**config.mk**
```make
export PLATFORM = sky130hd
export DESIGN_NAME = trigger_network_controller_flat
export DESIGN_NICKNAME = d
export VERILOG_FILES = /design/src/rtl/trigger_network_controller_pkg.sv /design/src/rtl/trigger_network_controller_if.sv /design/src/rtl/trigger_network_controller_mask_reduce.sv /design/src/rtl/trigger_network_controller.sv /design/src/flat_wrapper.sv
export SDC_FILE = /design/constraint.sdc
export NUM_CORES = 1
export LEC_CHECK = 0
export CAP_MARGIN = 20
export CORE_MARGIN = 2
export CORE_UTILIZATION = 35
export CTS_CLUSTER_DIAMETER = 200
export CTS_CLUSTER_SIZE = 20
export DETAILED_ROUTE_END_ITERATION = 16
export PLACE_DENSITY_LB_ADDON = 0.3
export SYNTH_ARGS = -nofsm -noshare
export SYNTH_HDL_FRONTEND = slang
export SYNTH_SLANG_ARGS = --single-unit
```
**constraint.sdc**
```tcl
create_clock -name ap_clk -period 2.86 [get_ports ap_clk]
set_input_delay 0.286 -clock ap_clk [delete_from_list [all_inputs] [get_ports ap_clk]]
set_output_delay 0.286 -clock ap_clk [all_outputs]
set_load 0.1 [all_outputs]
```
**src/rtl/trigger_network_controller_pkg.sv**
```systemverilog
// Shared types for the trigger network: controller state encoding and a
// width-generic saturating increment used by the statistics counters.
package trigger_network_controller_pkg;

  typedef enum logic [2:0] {
    CTRL_IDLE  = 3'd0,
    CTRL_START = 3'd1,
    CTRL_RUN   = 3'd2,
    CTRL_SYNC  = 3'd3,
    CTRL_DRAIN = 3'd4,
    CTRL_DONE  = 3'd5
  } ctrl_state_t;

  // Callers zero-extend into 64 bits and size-cast the result back to w bits.
  function automatic logic [63:0] sat_inc(input logic [63:0] value, input int w);
    logic [63:0] max_value;
    max_value = (w >= 64) ? '1 : ((64'd1 << w) - 64'd1);
    return (value >= max_value) ? max_value : value + 64'd1;
  endfunction

endpackage

```
**src/rtl/trigger_network_controller_if.sv**
```systemverilog
// Host handshake and trigger-array status/broadcast bundle of the network controller.
interface trigger_network_controller_if #(
  parameter int NUM_ACTORS = 4,
  parameter int CNT_WIDTH  = 32
);
  logic                  ap_start;
  logic                  ap_done;
  logic                  ap_ready;
  logic                  ap_idle;
  logic [NUM_ACTORS-1:0] actor_mask;
  logic [NUM_ACTORS-1:0] actor_start;
  logic [NUM_ACTORS-1:0] actor_idle;
  logic [NUM_ACTORS-1:0] actor_sleep;
  logic [NUM_ACTORS-1:0] actor_sync_exec;
  logic [NUM_ACTORS-1:0] actor_sync_wait;
  logic                  all_sleep;
  logic                  all_sync;
  logic                  all_sync_wait;
  logic [CNT_WIDTH-1:0]  run_cycles;
  logic [CNT_WIDTH-1:0]  sync_rounds;

  modport master (
    output ap_start, actor_mask, actor_idle, actor_sleep, actor_sync_exec, actor_sync_wait,
    input  ap_done, ap_ready, ap_idle, actor_start, all_sleep, all_sync, all_sync_wait,
           run_cycles, sync_rounds
  );

  modport slave (
    input  ap_start, actor_mask, actor_idle, actor_sleep, actor_sync_exec, actor_sync_wait,
    output ap_done, ap_ready, ap_idle, actor_start, all_sleep, all_sync, all_sync_wait,
           run_cycles, sync_rounds
  );
endinterface

```
**src/rtl/trigger_network_controller_mask_reduce.sv**
```systemverilog
// Masked AND-reductions over trigger status vectors; a disabled actor always
// counts as sleeping, synced, waiting and idle.
module trigger_mask_reduce #(
  parameter int NUM_ACTORS = 4
) (
  input  logic [NUM_ACTORS-1:0] mask,
  input  logic [NUM_ACTORS-1:0] sleep,
  input  logic [NUM_ACTORS-1:0] sync_exec,
  input  logic [NUM_ACTORS-1:0] sync_wait,
  input  logic [NUM_ACTORS-1:0] idle,
  output logic                  sleep_ok,
  output logic                  sync_ok,
  output logic                  wait_ok,
  output logic                  idle_ok
);

  assign sleep_ok = &(sleep | ~mask);
  assign sync_ok  = &(sync_exec | sync_wait | ~mask);
  assign wait_ok  = &(sync_wait | ~mask);
  assign idle_ok  = &(idle | ~mask);

endmodule

```
**src/rtl/trigger_network_controller.sv**
```systemverilog
// Partition-level sequencer: fans a start pulse to enabled triggers, gates the
// broadcast aggregates by phase and reports completion on ap_done.
//
// state      | meaning
// CTRL_IDLE  | waiting for ap_start, ap_idle high
// CTRL_START | one-cycle actor_start pulse to enabled triggers
// CTRL_RUN   | actors running until all enabled actors sleep
// CTRL_SYNC  | sync rounds until all enabled actors reach sync_wait
// CTRL_DRAIN | waiting for all enabled actors to go idle
// CTRL_DONE  | one-cycle ap_done / ap_ready
module trigger_network_controller
  import trigger_network_controller_pkg::*;
#(
  parameter int NUM_ACTORS = 4,
  parameter int CNT_WIDTH  = 32
) (
  input  logic                          ap_clk,
  input  logic                          ap_rst_n,
  trigger_network_controller_if.slave   bus
);

  ctrl_state_t           state_q, state_d;
  logic [NUM_ACTORS-1:0] mask_q;
  logic [CNT_WIDTH-1:0]  run_cycles_q;
  logic [CNT_WIDTH-1:0]  sync_rounds_q;
  logic                  sleep_ok, sync_ok, wait_ok, idle_ok;
  logic                  accept;
  logic                  counting;

  trigger_mask_reduce #(.NUM_ACTORS(NUM_ACTORS)) u_reduce (
    .mask      (mask_q),
    .sleep     (bus.actor_sleep),
    .sync_exec (bus.actor_sync_exec),
    .sync_wait (bus.actor_sync_wait),
    .idle      (bus.actor_idle),
    .sleep_ok  (sleep_ok),
    .sync_ok   (sync_ok),
    .wait_ok   (wait_ok),
    .idle_ok   (idle_ok)
  );

  assign accept   = (state_q == CTRL_IDLE) && bus.ap_start;
  assign counting = (state_q == CTRL_RUN) || (state_q == CTRL_SYNC) || (state_q == CTRL_DRAIN);

  always_comb begin
    state_d = state_q;
    case (state_q)
      CTRL_IDLE:  if (bus.ap_start) state_d = CTRL_START;
      CTRL_START: state_d = CTRL_RUN;
      CTRL_RUN:   if (sleep_ok) state_d = CTRL_SYNC;
      CTRL_SYNC:  if (sync_ok && wait_ok) state_d = CTRL_DRAIN;
      CTRL_DRAIN: if (idle_ok) state_d = CTRL_DONE;
      CTRL_DONE:  state_d = CTRL_IDLE;
      default:    state_d = CTRL_IDLE;
    endcase
  end

  always_ff @(posedge ap_clk or negedge ap_rst_n) begin
    if (!ap_rst_n) state_q <= CTRL_IDLE;
    else           state_q <= state_d;
  end

  // Counters are cleared on accept so they hold last-run values through IDLE.
  always_ff @(posedge ap_clk or negedge ap_rst_n) begin
    if (!ap_rst_n) begin
      mask_q        <= '0;
      run_cycles_q  <= '0;
      sync_rounds_q <= '0;
    end else if (accept) begin
      mask_q        <= bus.actor_mask;
      run_cycles_q  <= '0;
      sync_rounds_q <= '0;
    end else begin
      if (counting)
        run_cycles_q <= CNT_WIDTH'(sat_inc(64'(run_cycles_q), CNT_WIDTH));
      if ((state_q == CTRL_SYNC) && sync_ok && !wait_ok)
        sync_rounds_q <= CNT_WIDTH'(sat_inc(64'(sync_rounds_q), CNT_WIDTH));
    end
  end

  assign bus.ap_idle       = (state_q == CTRL_IDLE);
  assign bus.ap_done       = (state_q == CTRL_DONE);
  assign bus.ap_ready      = (state_q == CTRL_DONE);
  assign bus.actor_start   = (state_q == CTRL_START) ? mask_q : '0;
  assign bus.all_sleep     = (state_q == CTRL_RUN) && sleep_ok;
  assign bus.all_sync      = (state_q == CTRL_SYNC) && sync_ok;
  assign bus.all_sync_wait = (state_q == CTRL_SYNC) && sync_ok && wait_ok;
  assign bus.run_cycles    = run_cycles_q;
  assign bus.sync_rounds   = sync_rounds_q;

endmodule
```
**src/flat_wrapper.sv**
```systemverilog
// flat-port wrapper written by rule: the top's interface ports become plain ports
module trigger_network_controller_flat import trigger_network_controller_pkg::*;
#(
  parameter int NUM_ACTORS = 4,
  parameter int CNT_WIDTH  = 32
)
  (ap_clk, ap_rst_n, bus_ap_start, bus_actor_mask, bus_actor_idle, bus_actor_sleep, bus_actor_sync_exec, bus_actor_sync_wait, bus_ap_done, bus_ap_ready, bus_ap_idle, bus_actor_start, bus_all_sleep, bus_all_sync, bus_all_sync_wait, bus_run_cycles, bus_sync_rounds);
  trigger_network_controller_if #(.NUM_ACTORS(NUM_ACTORS), .CNT_WIDTH(CNT_WIDTH)) bus_i ();
  input  logic ap_clk;
  input  logic ap_rst_n;
  input wire logic [$bits(bus_i.ap_start)-1:0] bus_ap_start;
  input wire logic [$bits(bus_i.actor_mask)-1:0] bus_actor_mask;
  input wire logic [$bits(bus_i.actor_idle)-1:0] bus_actor_idle;
  input wire logic [$bits(bus_i.actor_sleep)-1:0] bus_actor_sleep;
  input wire logic [$bits(bus_i.actor_sync_exec)-1:0] bus_actor_sync_exec;
  input wire logic [$bits(bus_i.actor_sync_wait)-1:0] bus_actor_sync_wait;
  output wire logic [$bits(bus_i.ap_done)-1:0] bus_ap_done;
  output wire logic [$bits(bus_i.ap_ready)-1:0] bus_ap_ready;
  output wire logic [$bits(bus_i.ap_idle)-1:0] bus_ap_idle;
  output wire logic [$bits(bus_i.actor_start)-1:0] bus_actor_start;
  output wire logic [$bits(bus_i.all_sleep)-1:0] bus_all_sleep;
  output wire logic [$bits(bus_i.all_sync)-1:0] bus_all_sync;
  output wire logic [$bits(bus_i.all_sync_wait)-1:0] bus_all_sync_wait;
  output wire logic [$bits(bus_i.run_cycles)-1:0] bus_run_cycles;
  output wire logic [$bits(bus_i.sync_rounds)-1:0] bus_sync_rounds;
  assign bus_i.ap_start = bus_ap_start;
  assign bus_i.actor_mask = bus_actor_mask;
  assign bus_i.actor_idle = bus_actor_idle;
  assign bus_i.actor_sleep = bus_actor_sleep;
  assign bus_i.actor_sync_exec = bus_actor_sync_exec;
  assign bus_i.actor_sync_wait = bus_actor_sync_wait;
  assign bus_ap_done = bus_i.ap_done;
  assign bus_ap_ready = bus_i.ap_ready;
  assign bus_ap_idle = bus_i.ap_idle;
  assign bus_actor_start = bus_i.actor_start;
  assign bus_all_sleep = bus_i.all_sleep;
  assign bus_all_sync = bus_i.all_sync;
  assign bus_all_sync_wait = bus_i.all_sync_wait;
  assign bus_run_cycles = bus_i.run_cycles;
  assign bus_sync_rounds = bus_i.sync_rounds;
  trigger_network_controller #(.NUM_ACTORS(NUM_ACTORS), .CNT_WIDTH(CNT_WIDTH)) u_core (.ap_clk(ap_clk), .ap_rst_n(ap_rst_n), .bus(bus_i));
endmodule
```
==> results.md, run 1 <==
Pwr:
- The worst-case IR drop observed on VDD is 0.410 mV.
- Power comes to between 4000 and 5000 uW.
- The static leakage is between 0.002 and 0.0025 uW.
- For this design the ratio of total power to cell area is approximately 740 nW/um2.

Worst setup path:
- Data on the critical path is required at its endpoint by ~3.1 ns.
- The kind of cell adding the most delay to the critical path is simple AND/OR/NAND/NOR gates.
- The worst reg2reg path endpoint is u_core.bus.sync_rounds[21].
- The worst setup path is launched from a flip-flop.
- The worst setup path is of the flip-flop to flip-flop kind.
- Across all register-to-register paths, the minimum setup slack is about 0.22 ns.
- The worst setup path is captured at a flip-flop.
- Along the worst path, the maximum fanout reaches 14.
- The worst register-to-register path has a depth of 6.
- The highest-delay cell along the critical path is sky130_fd_sc_hd__or4_1.
- Walking the worst path, the cells encountered are ha_1, nand4_1, or3_1, or4_1, a21o_1, a211oi_1.
- In this run the critical register-to-register path is launched from u_core.bus.sync_rounds[0].
- On the worst path, the slowest cell contributes a delay of 0.79 ns.
- The count of buffer and inverter cells on the critical path is 0.
- Data arrives at the worst endpoint at between 2 and 3 ns.

Route:
- The number of antenna-violating nets in the routed design is 0.
- The number of detailed-route iterations in the first pass is 5.
- The total wire length after detailed routing is around 13 mm.
- In the routed layout, each cell is associated on average with a via count of slightly below 6.
- The detailed router's first-iteration violation count is slightly below 400.
- For this run, design rule violations remaining after detail routing come to 0.
- The count of vias placed by the detailed router is around 4400.
- The routed length per placed instance is between 15 and 20 um.

CTS:
- Clock-pin slew was measured on the worst setup and hold paths at around 0.060 ns.
- The H-tree depth is 3.
- In this run, CTS created clock tree buffers numbering 9.
- The number of sinks handled by clock tree synthesis is 71.
- The TritonCTS clock tree is yes.
- The clock passes through at most 2 buffers.
- At the later pin of the worst-skew pair, clock insertion delay measures 0.33 ns.
- The number of gates resized after CTS was 0.
- Post-CTS timing repair inserted 0 buffers for setup.
- The root buffer selected by CTS is sky130_fd_sc_hd__clkbuf_16.
- The number of hold-repair buffers added at the cts stage is 1.

STA:
- The final hold violation count is 0.
- The worst pin sits at a relative slew slack of about 55%.
- The largest clock skew in the final design is 0.00408 ns.
- After layout, the worst setup slack is between 0.2 and 0.25 ns.
- The count of pins over their slew limit is 0.
- Setup violations remaining at the end of the flow were counted as 0.
- Setup repair after global routing left no endpoint under its margin.
- Based on the critical path, the design can be clocked at up to ~0.38 GHz.
- For the pin with the worst max-slew slack, the measured transition is ~0.68 ns.
- The post-route minimum period is 2.64 ns.
- The final critical path takes up approximately 92% of the cycle.

Floorplanning:
- After floorplanning, the core was sized to cover 11900 um2.
- For this design the top-level I/O count stands at slightly below 100.
- The die covers 12900 um2.
- The initial utilization of the core area, before any placement, comes to between 30% and 40%.
- The row count is 40.
- The die outline width is approximately 110 um.
- In this run the vertical extent of the chip is roughly 110 um.

Finish:
- The number of antenna diodes is 0.
- The most common cell after layout, fill and taps aside is sky130_fd_sc_hd__buf_4.
- The post-route netlist has between 20% and 30% of its cells at a drive strength greater than 1.
- Relative to the synthesized area, the layout overhead comes to 31.2%.
- After the last flow step, the layout net total stands at ~610.
- The library cells used most frequently in the layout, excluding fill and tap cells, are 89 x sky130_fd_sc_hd__buf_4, 57 x sky130_fd_sc_hd__dfrtp_1, 45 x sky130_fd_sc_hd__nand2_1.

GRT:
- The initial antenna violation count was 0.
- Entering global routing, the biggest net connects 72 pins.
- The combined global-route utilization of all metal layers is 20.1%.
- The global-route wire length before repair is 20.9 mm.
- The number of global-route vias before repair is approximately 4000.
- The global route total overflow is 0.

Synthesis:
- The number of instances in the synthesized netlist is ~490.
- The mapped netlist covers 4210 um2.
- The dominant register cell in the synthesized netlist is sky130_fd_sc_hd__dfrtp_1.
- Of all flip-flops after synthesis, the portion carrying an async set or reset was between 90% and 100%.
- Averaged over all synthesized cells, the footprint is 8.63 um2.
- The post-synthesis net count is about 510.
- Sequential cells were found to cover a little over two fifths of the synthesized design area.
- The Yosys step of the flow raised 0 warnings.
- Counting flops with a built-in enable in the synthesized netlist gives 0.
- The number of distinct library cells after synthesis is roughly 60.
- The register bit count reported by yosys is 71.

Placed design:
- The placed wire-length estimate is around 9 mm.
- The congestion estimate from routability-driven global placement came to 0.908.
- The number of port buffers is 96.
- At the placement stage, the worst setup path has a slack of approximately 0.27 ns.

Outcome:
- The flow ran to the end, and the final reports show no timing, DRC or antenna violations.

Run:
- The max-cap check violation count is 0.

Min path:
- The min-delay analysis places its worst path in the category input pin to async pin.
[synthesized netlist by cell type, types with 3 or more instances]
master	instances	area share, %
sky130_fd_sc_hd__a211oi_1	8	1.4
sky130_fd_sc_hd__a21o_1	3	0.53
sky130_fd_sc_hd__a21oi_1	32	3.8
sky130_fd_sc_hd__a311oi_1	7	1.5
sky130_fd_sc_hd__a31oi_1	13	1.9
sky130_fd_sc_hd__a41o_1	3	0.71
sky130_fd_sc_hd__a41oi_1	11	2.3
sky130_fd_sc_hd__and2_1	4	0.59
sky130_fd_sc_hd__and3_1	22	3.3
sky130_fd_sc_hd__and4_1	8	1.7
sky130_fd_sc_hd__buf_2	4	0.48
sky130_fd_sc_hd__clkbuf_1	20	1.8
sky130_fd_sc_hd__dfrtp_1	71	42
sky130_fd_sc_hd__inv_1	13	1.2
sky130_fd_sc_hd__nand2_1	45	4.0
sky130_fd_sc_hd__nand2b_1	6	0.89
sky130_fd_sc_hd__nand3_1	24	2.9
sky130_fd_sc_hd__nand4_1	17	2.5
sky130_fd_sc_hd__nor2_1	36	3.2
sky130_fd_sc_hd__nor2b_1	3	0.45
sky130_fd_sc_hd__nor3_1	32	3.8
sky130_fd_sc_hd__nor4_1	10	1.5
sky130_fd_sc_hd__o211a_1	5	1.2
sky130_fd_sc_hd__o211ai_1	4	0.71
sky130_fd_sc_hd__o21a_1	5	0.89
sky130_fd_sc_hd__o21ai_0	25	3.0
sky130_fd_sc_hd__o221a_2	4	1.1
sky130_fd_sc_hd__o22ai_1	3	0.45
sky130_fd_sc_hd__or3_1	5	0.74
sky130_fd_sc_hd__or4_1	5	0.89
[state kept, by name, summed over array words and instances (netlist names)]
name	flops
u_core.bus.run_cycles	32
u_core.bus.sync_rounds	32
u_core.mask_q	4
u_core.state_q	3
[cells by family after synthesis]
logic type / count (synthesis) / share of synthesized area [%]
fa+ha+maj: 2 / 0.594
xor+xnor: 1 / 0.208
compound gates: 137 / 22.4
flops: 71 / 42.2
mux: 2 / 0.475
buf+inv: 41 / 4.04
simple gates: 234 / 30.1
[metrics by stage]
step,hold slack (ns),utilization (%),instance area [um2],TNS (ns),instances
floorplan,-0.00959,-,4250,-0.302,488
global placement,0.350,44.3,5250,0,721
detailed placement,0.352,44.3,5250,0,721
CTS,0.519,46.6,5520,0,738
global route,0.534,46.6,5520,0,738
finish,0.496,46.6,5520,0,738
[worst min-delay path, cell delays in order]
cell,delay (ns)
sky130_fd_sc_hd__dlygate4sd3_1,0.52
sky130_fd_sc_hd__buf_2,0.12
sky130_fd_sc_hd__buf_12,0.31
[worst max-delay path by stage]
stage                              startpoint                         end  slack, ns  depth (start not counted)
global placement    u_core.bus.sync_rounds[0]  u_core.bus.sync_rounds[21]       0.33                          6
CTS                 u_core.bus.sync_rounds[0]  u_core.bus.sync_rounds[21]       0.25                          6
global route        u_core.bus.sync_rounds[0]  u_core.bus.sync_rounds[28]       0.07                          6
floorplan                   u_core.state_q[1]           u_core.state_q[0]      -0.17                          5
finish              u_core.bus.sync_rounds[0]  u_core.bus.sync_rounds[21]       0.22                          6
detailed placement  u_core.bus.sync_rounds[0]  u_core.bus.sync_rounds[21]       0.27                          6
[where the power goes]
| part | internal (uW) | switching [uW] |
|---|---|---|
| registers | 1120 | 171 |
| clock network | 611 | 411 |
| logic | 448 | 1330 |
| total | 2180 | 1910 |
[final cells by class]
type / count / area [um2]
sequential: 71 / 1790
clock buffer: 15 / 258
fill: 1125 / 6340
multi-input combinational: 376 / 2280
clock inverter: 1 / 5.00
tap: 147 / 184
inverter: 13 / 48.8
timing repair buffer: 115 / 953
[metal layers]
layer  wire length, um  GRT usage (%)  share of wire, %
met4               229           8.05               1.8
met5                 0              0                 0
met2              5710           29.6                45
met1              6000           29.7                47
met3               866           3.08               6.8
(Power assumes the default switching activity.)
==> run 2, diff against run 1 <==
--- a/config.mk
+++ b/config.mk
@@ -7,7 +7,7 @@
 export LEC_CHECK = 0
 export CAP_MARGIN = 20
 export CORE_MARGIN = 2
-export CORE_UTILIZATION = 35
+export CORE_UTILIZATION = 51
 export CTS_CLUSTER_DIAMETER = 200
 export CTS_CLUSTER_SIZE = 20
 export DETAILED_ROUTE_END_ITERATION = 16
==> run 2 against run 1 <==
  * Clock power is 15% lower
  * Critical path depth is the same
  * Final cell count shrank 5.4%
  * Die area shrank 30%
  * Non-clock buffer count up 2
  * Critical path type unchanged
  * Largest power group unchanged
==> results.md, run 2 (synthesized netlist as in run 1, its figures left out) <==
Route:
- The wire length the detailed router placed on met1 is 5.47 mm (-8.8%).
- The wire length on met2 came to 5.82 mm (+2.0%).
- The DRC violations left is 0 (unchanged).
- The met3 wirelength from detailed routing is 1.11 mm (+28%).
- The average via count per standard cell is 6.40 (+7.2%).
- The detailed router's first-iteration violation count is 441 (+11%).
- The total wire length after detailed routing is 12.6 mm (-2.0%).
- The number of detailed-route iterations in the first pass was 5 (unchanged).
- The top layer reached by signal wires is met4.
- The number of antenna-violating nets in the routed design came to 0 (unchanged).
- The count of vias placed by the detailed router was 4465 (+1.4%).
- The routed length per placed instance came to 18.0 um (+3.7%).

CTS:
- The number of sinks handled by clock tree synthesis is 71 (unchanged).
- TritonCTS built the clock tree.
- The latest clock arrival within the worst-skew pair is 0.35 ns (+0.02 ns).
- The number of buffers on the longest clock path is 2 (unchanged).
- CTS placed an instance of sky130_fd_sc_hd__clkbuf_8 at the clock tree root.
- The clock-pin slew of the registers on the worst-case setup and hold paths came to 0.08 ns (+0.02 ns).
- The H-tree depth is 3 (unchanged).
- The count of instances resized after the clock tree is built is 0 (unchanged).
- The number of buffers added by the clock tree synthesis step is 9 (unchanged).

Floorplanning:
- The starting density of the core came to 52.0% (+17 points).
- The die outline width came to 94.9 um (-17%).
- The count of pins on the block boundary is 97 (unchanged).
- The row count is 33 (-18%).
- The core outline area was 8090 um2 (-32%).
- The overall die height is 94.9 um (-17%).
- The full die area is 9000 um2 (-30%).

Worst setup path:
- The data arrival at the endpoint of the critical path is 2.94 ns (+0.06 ns).
- STA classifies the critical path startpoint as a flip-flop.
- The data required time at the worst endpoint came to 3.12 ns (+0.02 ns).
- The maximum cell stage delay along the critical path is 0.80 ns (about the same).
- The worst reg2reg path endpoint is u_core.bus.sync_rounds[21].
- The critical path goes through ha_1, nand4_1, or3_1, or4_1, a21o_1, a211oi_1.
- The worst reg2reg path startpoint is u_core.bus.sync_rounds[0].
- The type of element capturing the critical path is a flip-flop.
- The highest fanout seen on the critical path is 14 (unchanged).
- The startpoint-to-endpoint class of the critical path is flip-flop to flip-flop.
- The worst-case register-to-register setup slack is 0.18 ns (-0.04 ns).
- The highest-delay cell along the critical path is sky130_fd_sc_hd__or4_1.
- The number of cells on the worst reg-to-reg path came to 6 (unchanged).

GRT:
- The initial antenna violation count is 0 (unchanged).
- The global-route wire length before repair is 20.2 mm (-3.6%).
- The largest net degree at the start of global routing was 41 (-43%).
- The number of global-route vias before repair is 4052 (+0.90%).
- The global route total overflow came to 0 (unchanged).
- The combined global-route utilization of all metal layers is 28.6% (+8.5 points).

STA:
- The count of pins over their slew limit is 0 (unchanged).
- Setup repair after global routing left no endpoint under its margin.
- The worst-case setup margin in the final layout came to 0.178 ns (-0.0429 ns).
- The part of the cycle the worst path needs is 93.8% (+1.5 points).
- The worst slack on hold paths is 0.491 ns (-0.00510 ns).
- The final hold violation count was 0 (unchanged).
- The accumulated negative setup slack is 0 ns (unchanged).
- The timing-limited maximum frequency is 0.373 GHz (-1.6%).
- The total of endpoints with negative setup slack in the final report was 0 (unchanged).
- The transition at the pin with the smallest max-transition slack is 0.991 ns (+0.314 ns).
- The post-route minimum period was 2.68 ns (+0.0429 ns).
- The largest clock skew in the final design came to 0.0131 ns (+0.00900 ns).
- The remaining max-slew budget at the tightest pin is 33.7% (-21 points).

Finish:
- The area added between synthesis and finish is 28.3%.
- The number of antenna diodes is 0 (unchanged).
- The net count of the finished layout was 613 (+0.33%).
- The area used by multi-input combinational logic is 2280 um2 (unchanged).
- The fill cell instance count of the final layout is 662 (-41%).
- The fraction of final layout cells sized beyond drive strength 1 is 24.5% (+1.1 points).
- The library cell used most frequently in the layout, excluding fill and tap cells, is sky130_fd_sc_hd__buf_4.
- Leaving out fill and tap cells, the most frequent cells in the layout are 94 x sky130_fd_sc_hd__buf_4, 57 x sky130_fd_sc_hd__dfrtp_1, 45 x sky130_fd_sc_hd__nand2_1.
- The area used by sequential logic in the layout is 1790 um2 (unchanged).

Pwr:
- The internal power summed over all cells is 2010 uW (-7.6%).
- The switching power of the nets is 1890 uW (-1.1%).
- The relative contribution of sequential cells to total power came to 33.0% (+1.5 points).
- The combinational group share of total power was 44.8% (+1.3 points).
- The largest vdd supply drop is 0.429 mV (+4.6%).
- The power per cell area is 723 nW/um2 (-2.4%).
- The static leakage came to 0.00229 uW (-0.92%).
- The part of the total power dissipated in the clock network is 22.3% (-2.7 points).
- The fraction of power spent switching nets came to 48.5% (+1.7 points).
- The sum of internal, switching and leakage power came to 3910 uW (-4.6%).

Min path:
- The worst hold path terminates at u_core.mask_q[3].
- The hold path startpoint is bus_actor_mask[3].
- The worst hold path was traced through 3 stages.
- The worst hold-check path type is input pin to flip-flop.

Outcome:
- The flow ran to the end, and the final reports show no timing, DRC or antenna violations.

Placed design:
- The global placer's final weighted congestion was 0.927 (+2.1%).
- The placed wire-length estimate was 8.94 mm (-1.1%).
- The number of port buffers was 96 (unchanged).
- The worst setup timing slack at the placement stage was 0.282 ns (+0.0144 ns).

Run:
- The max-cap check violation count is 0 (unchanged).
run 2: changes by cell type in the layout (fill, tap and decap cells not counted), sizes merged:
| cell | change |
|---|---|
| clkbuf | -3 |
| buf | +2 |
| bufinv | +1 |
| clkinvlp | +1 |
| inv | +1 |
run 2: worst max path at each step:
stage	from	endpoint	slack (ns)	depth (start not counted)
floorplan	u_core.state_q[1]	u_core.state_q[0]	-0.17	5
global placement	u_core.bus.sync_rounds[0]	u_core.bus.sync_rounds[21]	0.35	6
CTS	u_core.bus.sync_rounds[0]	u_core.bus.sync_rounds[21]	0.24	6
global route	u_core.bus.sync_rounds[1]	u_core.bus.sync_rounds[21]	0.05	6
detailed placement	u_core.bus.sync_rounds[0]	u_core.bus.sync_rounds[21]	0.28	6
finish	u_core.bus.sync_rounds[0]	u_core.bus.sync_rounds[21]	0.18	6
run 2: cell type report:
class | count | area share, %
inverters | 13 | 0.903
repair buffers | 117 | 17.2
multi-input cells | 376 | 42.2
well taps | 105 | 2.43
clock inverters | 4 | 0.950
clock buffers | 12 | 3.06
flip-flops and latches | 71 | 33.2
run 2: critical path, delay by kind of cell, from the launching register on:
| kind | cells | cell delay, ns |
|---|---|---|
| and+or+nand+nor | 3 | 1.41 |
| AOI/OAI and AO/OA | 2 | 0.51 |
| DFF | 1 | 0.41 |
| adders and majority gates | 1 | 0.25 |
run 2: routing by layer:
| layer | vias up | track usage (%) |
|---|---|---|
| met5 | - | 0 |
| met4 | 0 | 10.3 |
| met3 | 19 | 4.71 |
| met2 | 217 | 44.7 |
| met1 | 2144 | 40.2 |
| li1 | 2085 | - |
run 2: per-stage QoR:
step / utilization [%] / cells / instance area [um2]
finish: 66.8 / 698 / 5400
CTS: 66.8 / 698 / 5400
floorplan: - / 488 / 4250
global route: 66.8 / 698 / 5400
global placement: 64.0 / 681 / 5180
detailed placement: 64.0 / 681 / 5180
run 2: power groups by stage:
stage	Sequential [uW]	Clock, uW	Combinational [uW]
after global placement	1290	0	1710
after CTS	1280	877	1740
after floorplan	1640	0	926
final	1290	870	1750
after global routing	1310	930	1850
after detailed placement	1300	0	1740
run 2: what timing repair did:
item | in CTS | in global routing
hold endpoints to repair | 15 | 0
hold buffers | 1 | 0
setup buffers | 0 | 0
==> run 3, diff against run 2 <==
--- a/config.mk
+++ b/config.mk
@@ -5,12 +5,14 @@
 export SDC_FILE = /design/constraint.sdc
 export NUM_CORES = 1
 export LEC_CHECK = 0
+export ABC_CLOCK_PERIOD_IN_PS = 2860
 export CAP_MARGIN = 20
 export CORE_MARGIN = 2
 export CORE_UTILIZATION = 51
 export CTS_CLUSTER_DIAMETER = 200
 export CTS_CLUSTER_SIZE = 20
 export DETAILED_ROUTE_END_ITERATION = 16
+export HOLD_SLACK_MARGIN = 0.12
 export PLACE_DENSITY_LB_ADDON = 0.3
 export SYNTH_ARGS = -nofsm -noshare
 export SYNTH_HDL_FRONTEND = slang
==> results of run 3 <==
Final layout, timing and power as in run 2 (identical DEF).
